$ cat src/rtl/mem_arb_pkg.sv
// Shared types and helpers for the two-requester memory port arbiter.
package mem_arb_pkg;

    typedef enum logic [1:0] {
        IDLE,
        ACCESS,
        RESP
    } state_t;

    typedef enum logic {
        REQ_IF = 1'b0,
        REQ_LS = 1'b1
    } req_id_t;

    // Supported memory read latencies are 1..4 cycles.
    function automatic bit rd_lat_valid(input int unsigned lat);
        return (lat >= 1) && (lat <= 4);
    endfunction

endpackage

$ cat src/rtl/rr_arbiter2.sv
// Two-way round-robin pick between IF and LS; the pointer remembers the last
// granted requester and moves on every accepted grant.
module rr_arbiter2
    import mem_arb_pkg::*;
(
    input  logic    clk,
    input  logic    rst,
    input  logic    req_if,
    input  logic    req_ls,
    input  logic    grant,
    output req_id_t winner,
    output logic    any_req
);

    req_id_t last_q;

    // Resetting to "IF granted last" makes LS win the first tie.
    always_ff @(posedge clk or negedge rst) begin
        if (!rst) begin
            last_q <= REQ_IF;
        end else if (grant && any_req) begin
            last_q <= winner;
        end
    end

    always_comb begin
        any_req = req_if | req_ls;
        winner  = REQ_IF;
        if (req_if && req_ls) begin
            if (last_q == REQ_IF) begin
                winner = REQ_LS;
            end else begin
                winner = REQ_IF;
            end
        end else if (req_ls) begin
            winner = REQ_LS;
        end
    end

endmodule

$ cat src/rtl/mem_port_arbiter.sv
// Shares one little-endian 32-bit memory port between instruction fetch (read-only)
// and load/store, with round-robin arbitration, bounds checking and configurable read latency.
module mem_port_arbiter
    import mem_arb_pkg::*;
#(
    parameter int unsigned ADDR_W    = 32,
    parameter int unsigned DATA_W    = 32,
    parameter int unsigned MEM_BYTES = 25,
    parameter int unsigned RD_LAT    = 1
) (
    input  logic              clk,
    input  logic              rst,
    input  logic              if_req,
    input  logic [ADDR_W-1:0] if_addr,
    output logic              if_gnt,
    output logic              if_rvalid,
    output logic [DATA_W-1:0] if_rdata,
    output logic              if_err,
    input  logic              ls_req,
    input  logic              ls_we,
    input  logic [ADDR_W-1:0] ls_addr,
    input  logic [DATA_W-1:0] ls_wdata,
    output logic              ls_gnt,
    output logic              ls_rvalid,
    output logic [DATA_W-1:0] ls_rdata,
    output logic              ls_err,
    output logic [ADDR_W-1:0] mem_addr,
    output logic [DATA_W-1:0] mem_wdata,
    output logic              mem_we,
    output logic              mem_re,
    input  logic [DATA_W-1:0] mem_rdata,
    output logic              busy
);

    localparam int unsigned     LAT       = rd_lat_valid(RD_LAT) ? RD_LAT : 1;
    localparam int unsigned     CW        = $clog2(LAT + 1);
    localparam logic [ADDR_W:0] LAST_BASE = (ADDR_W + 1)'(MEM_BYTES - 4);

    state_t            state_q, state_d;
    req_id_t           owner_q, winner;
    logic              any_req, start, we_q, err_q, rd_op, last_cyc;
    logic [CW-1:0]     cnt_q;
    logic [DATA_W-1:0] resp_q;
    logic [ADDR_W-1:0] win_addr;

    rr_arbiter2 u_rr (
        .clk    (clk),
        .rst    (rst),
        .req_if (if_req),
        .req_ls (ls_req),
        .grant  (state_q == IDLE),
        .winner (winner),
        .any_req(any_req)
    );

    assign start    = (state_q == IDLE) && any_req;
    assign win_addr = (winner == REQ_LS) ? ls_addr : if_addr;
    assign rd_op    = !we_q && !err_q;
    // ACCESS cycle 0 is the grant/address phase; the memory operation follows.
    assign last_cyc = (cnt_q == (rd_op ? CW'(LAT) : CW'(1)));

    always_ff @(posedge clk or negedge rst) begin
        if (!rst) begin
            state_q <= IDLE;
        end else begin
            state_q <= state_d;
        end
    end

    always_ff @(posedge clk or negedge rst) begin
        if (!rst) begin
            owner_q   <= REQ_IF;
            we_q      <= 1'b0;
            err_q     <= 1'b0;
            cnt_q     <= '0;
            resp_q    <= '0;
            mem_addr  <= '0;
            mem_wdata <= '0;
        end else if (start) begin
            owner_q   <= winner;
            we_q      <= (winner == REQ_LS) && ls_we;
            // Widened compare so addresses near the top of the space never wrap to legal.
            err_q     <= ({1'b0, win_addr} > LAST_BASE);
            mem_addr  <= win_addr;
            mem_wdata <= (winner == REQ_LS) ? ls_wdata : '0;
            cnt_q     <= '0;
            resp_q    <= '0;
        end else if (state_q == ACCESS) begin
            cnt_q <= cnt_q + 1'b1;
            if (last_cyc && rd_op) begin
                resp_q <= mem_rdata;
            end
        end
    end

    always_comb begin
        state_d = state_q;
        case (state_q)
            IDLE:    if (any_req) state_d = ACCESS;
            ACCESS:  if (last_cyc) state_d = RESP;
            RESP:    state_d = IDLE;
            default: state_d = IDLE;
        endcase
    end

    always_comb begin
        busy      = (state_q != IDLE);
        if_gnt    = 1'b0;
        ls_gnt    = 1'b0;
        if_rvalid = 1'b0;
        ls_rvalid = 1'b0;
        if_rdata  = '0;
        ls_rdata  = '0;
        if_err    = 1'b0;
        ls_err    = 1'b0;
        mem_re    = 1'b0;
        mem_we    = 1'b0;
        case (state_q)
            ACCESS: begin
                if (cnt_q == '0) begin
                    if_gnt = (owner_q == REQ_IF);
                    ls_gnt = (owner_q == REQ_LS);
                end else begin
                    mem_re = rd_op;
                    mem_we = we_q && !err_q;
                end
            end
            RESP: begin
                if (owner_q == REQ_IF) begin
                    if_rvalid = 1'b1;
                    if_rdata  = resp_q;
                    if_err    = err_q;
                end else begin
                    ls_rvalid = 1'b1;
                    ls_rdata  = resp_q;
                    ls_err    = err_q;
                end
            end
            default: ;
        endcase
    end

endmodule

$ cat config.mk
export PLATFORM = sky130hd
export DESIGN_NAME = mem_port_arbiter
export DESIGN_NICKNAME = d
export VERILOG_FILES = /design/src/rtl/mem_arb_pkg.sv /design/src/rtl/rr_arbiter2.sv /design/src/rtl/mem_port_arbiter.sv
export SDC_FILE = /design/constraint.sdc
export NUM_CORES = 1
export LEC_CHECK = 0
export BUFFER_PORTS_ARGS = -buffer_cell sky130_fd_sc_hd__buf_2
export CAP_MARGIN = 15
export CORE_ASPECT_RATIO = 0.9
export CORE_MARGIN = 8
export CORE_UTILIZATION = 44
export DETAILED_ROUTE_END_ITERATION = 7
export PLACE_DENSITY = 0.8
export SLEW_MARGIN = 20
export SYNTH_ARGS = -nofsm -noshare
export SYNTH_HDL_FRONTEND = slang
export SYNTH_SLANG_ARGS = --single-unit
$ cat constraint.sdc
create_clock -name clk -period 1.7 [get_ports clk]
set_input_delay 0.17 -clock clk [delete_from_list [all_inputs] [get_ports clk]]
set_output_delay 0.17 -clock clk [all_outputs]
set_load 0.03 [all_outputs]
==> results of run 1 <==
power breakdown:
| group | internal, uW | switching [uW] | total [uW] |
|---|---|---|---|
| clock network | 1280 | 878 | 2160 |
| registers | 3240 | 488 | 3730 |
| logic | 1690 | 3340 | 5030 |
| total | 6210 | 4710 | 10900 |
timing repair:
| action | 4_1_cts | 5_1_grt |
|---|---|---|
| hold buffers | 1 | 0 |
| setup buffers | 1 | 5 |
| gates resized for setup | 80 | 110 |
| pin swaps | 0 | 17 |
| gates cloned | 2 | 2 |
| endpoints found under the hold margin | 28 | 0 |
| setup endpoints to repair | 69 | 74 |
worst paths after layout:
path,from,endpoint,slack [ps],depth (start not counted)
min in group asynchronous,rst,mem_addr[22],340,2
max in group asynchronous,rst,owner_q,730,3
worst max-delay path,owner_q,if_rdata[6],-40,5
worst min-delay path,mem_rdata[5],resp_q[5],30,3
worst max register to register,state_q[0],resp_q[16],80,6
worst min register to register,mem_addr[7],mem_addr[7],480,2
layout make-up:
cell class / instances / area, sq um / share of cell area
Sequential cell: 102 / 2550 / 0.351
Tap cell: 133 / 166 / 0.0229
Clock inverter: 6 / 87.6 / 0.0121
Multi-Input combinational cell: 336 / 2100 / 0.289
Clock buffer: 9 / 225 / 0.0310
Timing Repair inverter: 1 / 6.26 / 0.000861
Inverter: 7 / 38.8 / 0.00534
Timing Repair Buffer: 294 / 2090 / 0.287
worst max-delay path: stages (launching register included):
cell	delay (ps)
dfrtp_2	460
inv_2	80
and3_4	240
buf_12	150
and2_1	170
buf_6	150
kinds of logic (layout without fill, tap and decap cells):
kind of cell,count (synthesis),after routing,share of synthesized area
buffers and inverters,43,317,0.0487
and+or+nand+nor,211,211,0.221
muxes,31,31,0.0653
AOI/OAI and AO/OA,94,94,0.128
DFF,102,102,0.537
cell usage in the layout, fill, tap and decap left out, types with 2 or more instances in the layout:
| cell | instances |
|---|---|
| buf_6 | 70 |
| mux2i_1 | 31 |
| nor2_2 | 3 |
| nand2_1 | 99 |
| clkinv_4 | 2 |
| bufinv_16 | 2 |
| nand3_1 | 16 |
| and2_4 | 33 |
| inv_2 | 2 |
| buf_2 | 199 |
| or3_4 | 2 |
| inv_1 | 4 |
| a21oi_1 | 19 |
| buf_12 | 5 |
| a22o_1 | 33 |
| nor4_1 | 12 |
| buf_8 | 2 |
| clkbuf_16 | 10 |
| dfrtp_1 | 101 |
| and3_4 | 2 |
| and2_1 | 34 |
| clkinv_2 | 2 |
| o21ai_0 | 35 |
| buf_4 | 15 |
| nor2_1 | 4 |
| nor3_1 | 2 |
registers in the layout (all words and copies together), names as in the netlist:
register,flops
state_q,2
err_q,1
cnt_q,1
we_q,1
mem_addr,32
mem_wdata,32
resp_q,32
owner_q,1
metrics by stage:
| stage | util | setup WS (ps) |
|---|---|---|
| 6_report | 0.681 | -43.0 |
| 5_1_grt | 0.681 | -118 |
| 4_1_cts | 0.640 | -82.5 |
| 3_5_place_dp | 0.587 | 117 |
| 3_3_place_gp | 0.587 | 150 |
| 2_1_floorplan | - | 123 |
routing by layer:
| layer | share of wire | vias to the layer above | global-route usage |
|---|---|---|---|
| li1 | - | 2173 | - |
| met2 | 0.50 | 260 | 0.368 |
| met4 | 0.023 | 0 | 0.0794 |
| met1 | 0.38 | 2312 | 0.251 |
| met3 | 0.095 | 32 | 0.0647 |
| met5 | 0 | - | 0 |
==> impl_metrics.csv, run 1 <==
group,metric,value,unit
clock_network,clockBufferDepth,2,
logic_synthesis,yosysUniqueCellTypes,31,
clock_network,cts_tree,"yes",
setup_path,worstPathRequired,1530,ps
clock_network,clkTransAtPathRegs,70,ps
logic_synthesis,synth_most_common_cell,"dfrtp_1",
drt,drcViolationCount,0,
sta,skew,6.09,ps
logic_synthesis,postSynthAreaPerCell,9.88,sq um
clock_network,numCtsBuffers,9,
drt,drt_iter0_markers,357,
grt,first_global_vias,4918,
logic_synthesis,postSynthNetCount,614,
logic_synthesis,syn-cell-area,0.00475,sq mm
sta,hold_ws,29.9,ps
drt,via_per_inst,5.38,
logic_synthesis,synth_warnings,0,
sta,setup_slack,-43.0,ps
floorplan,coreArea,0.0107,sq mm
logic_synthesis,synthArstFlopShare,1.00,
final_layout,drive_gt1_frac,0.472,
setup_path,cp.arrival,1570,ps
final_layout,synthToLayoutAreaGrowth,52.9,%
grt,grt_pass1_wl,25.0,mm
floorplan,die_w,126,um
job,cap_viol_max_count,0,
sta,post-route-min-period,1740,ps
sta,timing.final.crit_share,1.03,
logic_synthesis,synthFlopType,"dfrtp_1",
floorplan,floorplan.die.height,115,um
sta,rsz0062_at_grt,"yes",
drt,wirelength,17.1,mm
logic_synthesis,netlist.area_leader.share,0.537,
drt,num_vias,4777,
min_path,hold_path.class,"input pin to flip-flop",
logic_synthesis,yosys_register_bits,102,
grt,grt_max_degree,86,
setup_path,crit_path_end_kind,"primary output",
sta,fmax,0.574,GHz
drt,dr.pass1.iters,5,
sta,hold_violations,0,
grt,antenna_found_initial,0,
sta,tightest_slew,493,ps
floorplan,rows,36,
pwr,vdd_drop_max,0.00113,V
place,dp.cells,862,
floorplan,die_area,0.0144,sq mm
clock_network,cts_root_buf,"clkbuf_16",
logic_synthesis,yosysTopAreaCell,"dfrtp_1",
logic_synthesis,synth_edf_count,0,
pwr,total_leakage_power,0.00383,uW
grt,overflow,0,
sta,fin_tns_setup,-655,ps
grt,grt_usage,0.215,
place,place_area,0.00627,sq mm
place,portBuffers,269,
floorplan,ios,270,
final_layout,final_nets,884,
drt,ant_nets,0,
final_layout,fillCellCount,814,
final_layout,n_antenna_cell,0,
setup_path,path_class,"flip-flop to primary output",
clock_network,clkLatencyLatePin,330,ps
place,hpwl,12.0,mm
sta,maxSlewViolCount,0,
pwr,finalPower,10900,uW
clock_network,cts.htree.levels,3,
place,place_congestion,0.821,
floorplan,start_util,0.445,
sta,finalSetupViolations,45,
logic_synthesis,synth_common_cells,"dfrtp_1, nand2_1, and2_1",
pwr,power_density,1500,mW/mm^2
final_layout,fin_cells,888,
setup_path,cp_max_fo,17,
sta,relSlewSlack,0.668,
status,failed_checks,"setup timing",
setup_path,start_kind,"flip-flop",
logic_synthesis,ys_seq_area_frac,0.537,
final_layout,final_cell_area,0.00727,sq mm
status,status,"finished with violations",
logic_synthesis,synth_area_leaders,"dfrtp_1, and2_1, nand2_1, mux2i_1, a22o_1",
drt,drt-wirelength-per-cell,19.3,um
logic_synthesis,synth_cells,481,
clock_network,cts_sinks,102,
Power figures use the tool's default switching activity.
==> run 2: changes to the inputs <==
--- a/config.mk
+++ b/config.mk
@@ -12,6 +12,7 @@
 export CORE_UTILIZATION = 44
 export DETAILED_ROUTE_END_ITERATION = 7
 export PLACE_DENSITY = 0.8
+export SKIP_LAST_GASP = 1
 export SLEW_MARGIN = 20
 export SYNTH_ARGS = -nofsm -noshare
 export SYNTH_HDL_FRONTEND = slang
==> impl_metrics.csv, run 2 (same netlist as run 1, synthesis figures left out) <==
group,metric,value,unit
floorplan,floorplan.die.height,115,um
final_layout,final_nets,884,
clock_network,cts_root_buf,"clkbuf_16",
clock_network,clockBufferDepth,2,
sta,finalSetupViolations,48,
clock_network,clkLatencyLatePin,330,ps
drt,ant_nets,0,
pwr,vdd_drop_max,0.00112,V
grt,use_met3,0.0647,
floorplan,ios,270,
final_layout,drive_gt1_frac,0.445,
final_layout,fillCellCount,816,
setup_path,ff2ff_path_depth,6,
drt,drt-wirelength-per-cell,18.8,um
setup_path,cp.arrival,1600,ps
final_layout,final_common_cell,"buf_2",
pwr,total_leakage_power,0.00380,uW
place,place_area,0.00627,sq mm
drt,drt_iter0_markers,361,
floorplan,die_w,126,um
pwr,power_density,1520,mW/mm^2
floorplan,coreArea,0.0107,sq mm
sta,hold_ws,30.5,ps
min_path,hold_path.class,"input pin to flip-flop",
grt,gr-usage-met2,0.368,
clock_network,clkTransAtPathRegs,70,ps
grt,antenna_found_initial,0,
final_layout,ff_latch_area,0.00255,sq mm
sta,hold_violations,0,
setup_path,start_kind,"flip-flop",
clock_network,cts_sinks,102,
status,failed_checks,"setup timing",
floorplan,die_area,0.0144,sq mm
final_layout,final_cell_mix,"buf_2, dfrtp_1, nand2_1, buf_6, and2_1",
setup_path,worstPathRequired,1530,ps
status,status,"finished with violations",
final_layout,multi_input_area,0.00205,sq mm
setup_path,crit_chain,"inv_2 > and3_4 > clkbuf_16 > and2_1 > buf_6",
min_path,hold_end,"resp_q[5]",
drt,wirelength,16.7,mm
drt,via_per_inst,5.30,
pwr,finalPower,10900,uW
clock_network,numCtsBuffers,9,
grt,grt_max_degree,86,
sta,rsz0062_at_grt,"yes",
clock_network,cts.htree.levels,3,
grt,met1_usage,0.251,
setup_path,crit_path_end_kind,"primary output",
clock_network,cts_tree,"yes",
min_path,hp-start,"mem_rdata[5]",
setup_path,cp_slowest_stage_delay,460,ps
grt,grt_usage,0.215,
setup_path,setup.reg_to_reg.worst_slack,70,ps
drt,num_vias,4702,
setup_path,slowest_stage,"dfrtp_2",
sta,skew,6.44,ps
floorplan,start_util,0.445,
grt,first_global_vias,4918,
floorplan,rows,36,
grt,grt_busiest_layer,"met2",
setup_path,path_class,"flip-flop to primary output",
grt,overflow,0,
place,hpwl,12.0,mm
final_layout,largest_registers,"mem_addr (32), mem_wdata (32), resp_q (32)",
sta,maxSlewViolCount,0,
sta,setup_slack,-74.3,ps
sta,tightest_slew,489,ps
final_layout,final_cell_area,0.00716,sq mm
final_layout,synthToLayoutAreaGrowth,50.6,%
place,place_congestion,0.821,
sta,relSlewSlack,0.671,
min_path,hold_path_depth,3,
final_layout,postLayoutCoreUtil,0.671,
drt,drcViolationCount,0,
setup_path,cp_max_fo,9,
place,portBuffers,269,
setup_path,r2r_end,"resp_q[26]",
setup_path,r2r-start,"state_q[0]",
grt,grt_pass1_wl,25.0,mm
final_layout,n_antenna_cell,0,
sta,fmax,0.564,GHz
drt,dr.pass1.iters,5,
sta,timing.final.crit_share,1.04,
sta,post-route-min-period,1770,ps
job,cap_viol_max_count,0,
-- run 2: timing repair --
action,in CTS,in global routing
hold buffers,1,0
cloned,2,2
endpoints found under the hold margin,28,0
setup buffers,1,5
setup endpoints to repair,69,74
gates resized for setup,79,75
pin swaps,0,10
-- run 2: worst max path at each step --
stage	cells past startpoint	startpoint	slack (ps)	endpoint
after global routing	5	owner_q	-130	if_rdata[25]
after CTS	5	state_q[0]	-80	mem_re
final	5	owner_q	-70	if_rdata[25]
after detailed placement	5	state_q[1]	120	resp_q[27]
after global placement	4	state_q[1]	150	mem_re
after floorplan	5	state_q[0]	120	ls_rdata[22]
-- run 2: routing by layer --
layer	up-vias	routed length, um
li1	2169	-
met2	255	8340
met5	-	0
met1	2256	6410
met3	22	1570
met4	0	381
-- run 2: layout make-up --
type	instances	area share
well taps	133	0.0232
clock inverters	6	0.0122
flip-flops and latches	102	0.357
clock buffers	9	0.0315
inverters	7	0.00542
repair buffers	294	0.284
multi-input cells	336	0.286
repair inverters	1	0.000699
-- run 2: worst max-delay path, delay by kind of cell, from the launching register on --
| kind | cells | cell delay (ps) |
|---|---|---|
| buf+inv | 3 | 400 |
| simple gates | 2 | 410 |
| flops | 1 | 460 |
-- run 2: power breakdown --
part | total, uW | leakage (uW) | internal (uW) | switching (uW)
clock | 2160 | 0.000155 | 1280 | 880
sequential | 3730 | 0.00133 | 3240 | 487
combinational | 5010 | 0.00231 | 1690 | 3330
-- run 2: stage by stage --
| stage | std cells | TNS (ps) | worst slack (ps) |
|---|---|---|---|
| 2_1_floorplan | 481 | 0 | 123 |
| 5_1_grt | 888 | -5080 | -132 |
| 3_3_place_gp | 862 | 0 | 150 |
| 6_report | 888 | -975 | -74.3 |
| 4_1_cts | 881 | -1380 | -82.5 |
| 3_5_place_dp | 862 | 0 | 117 |
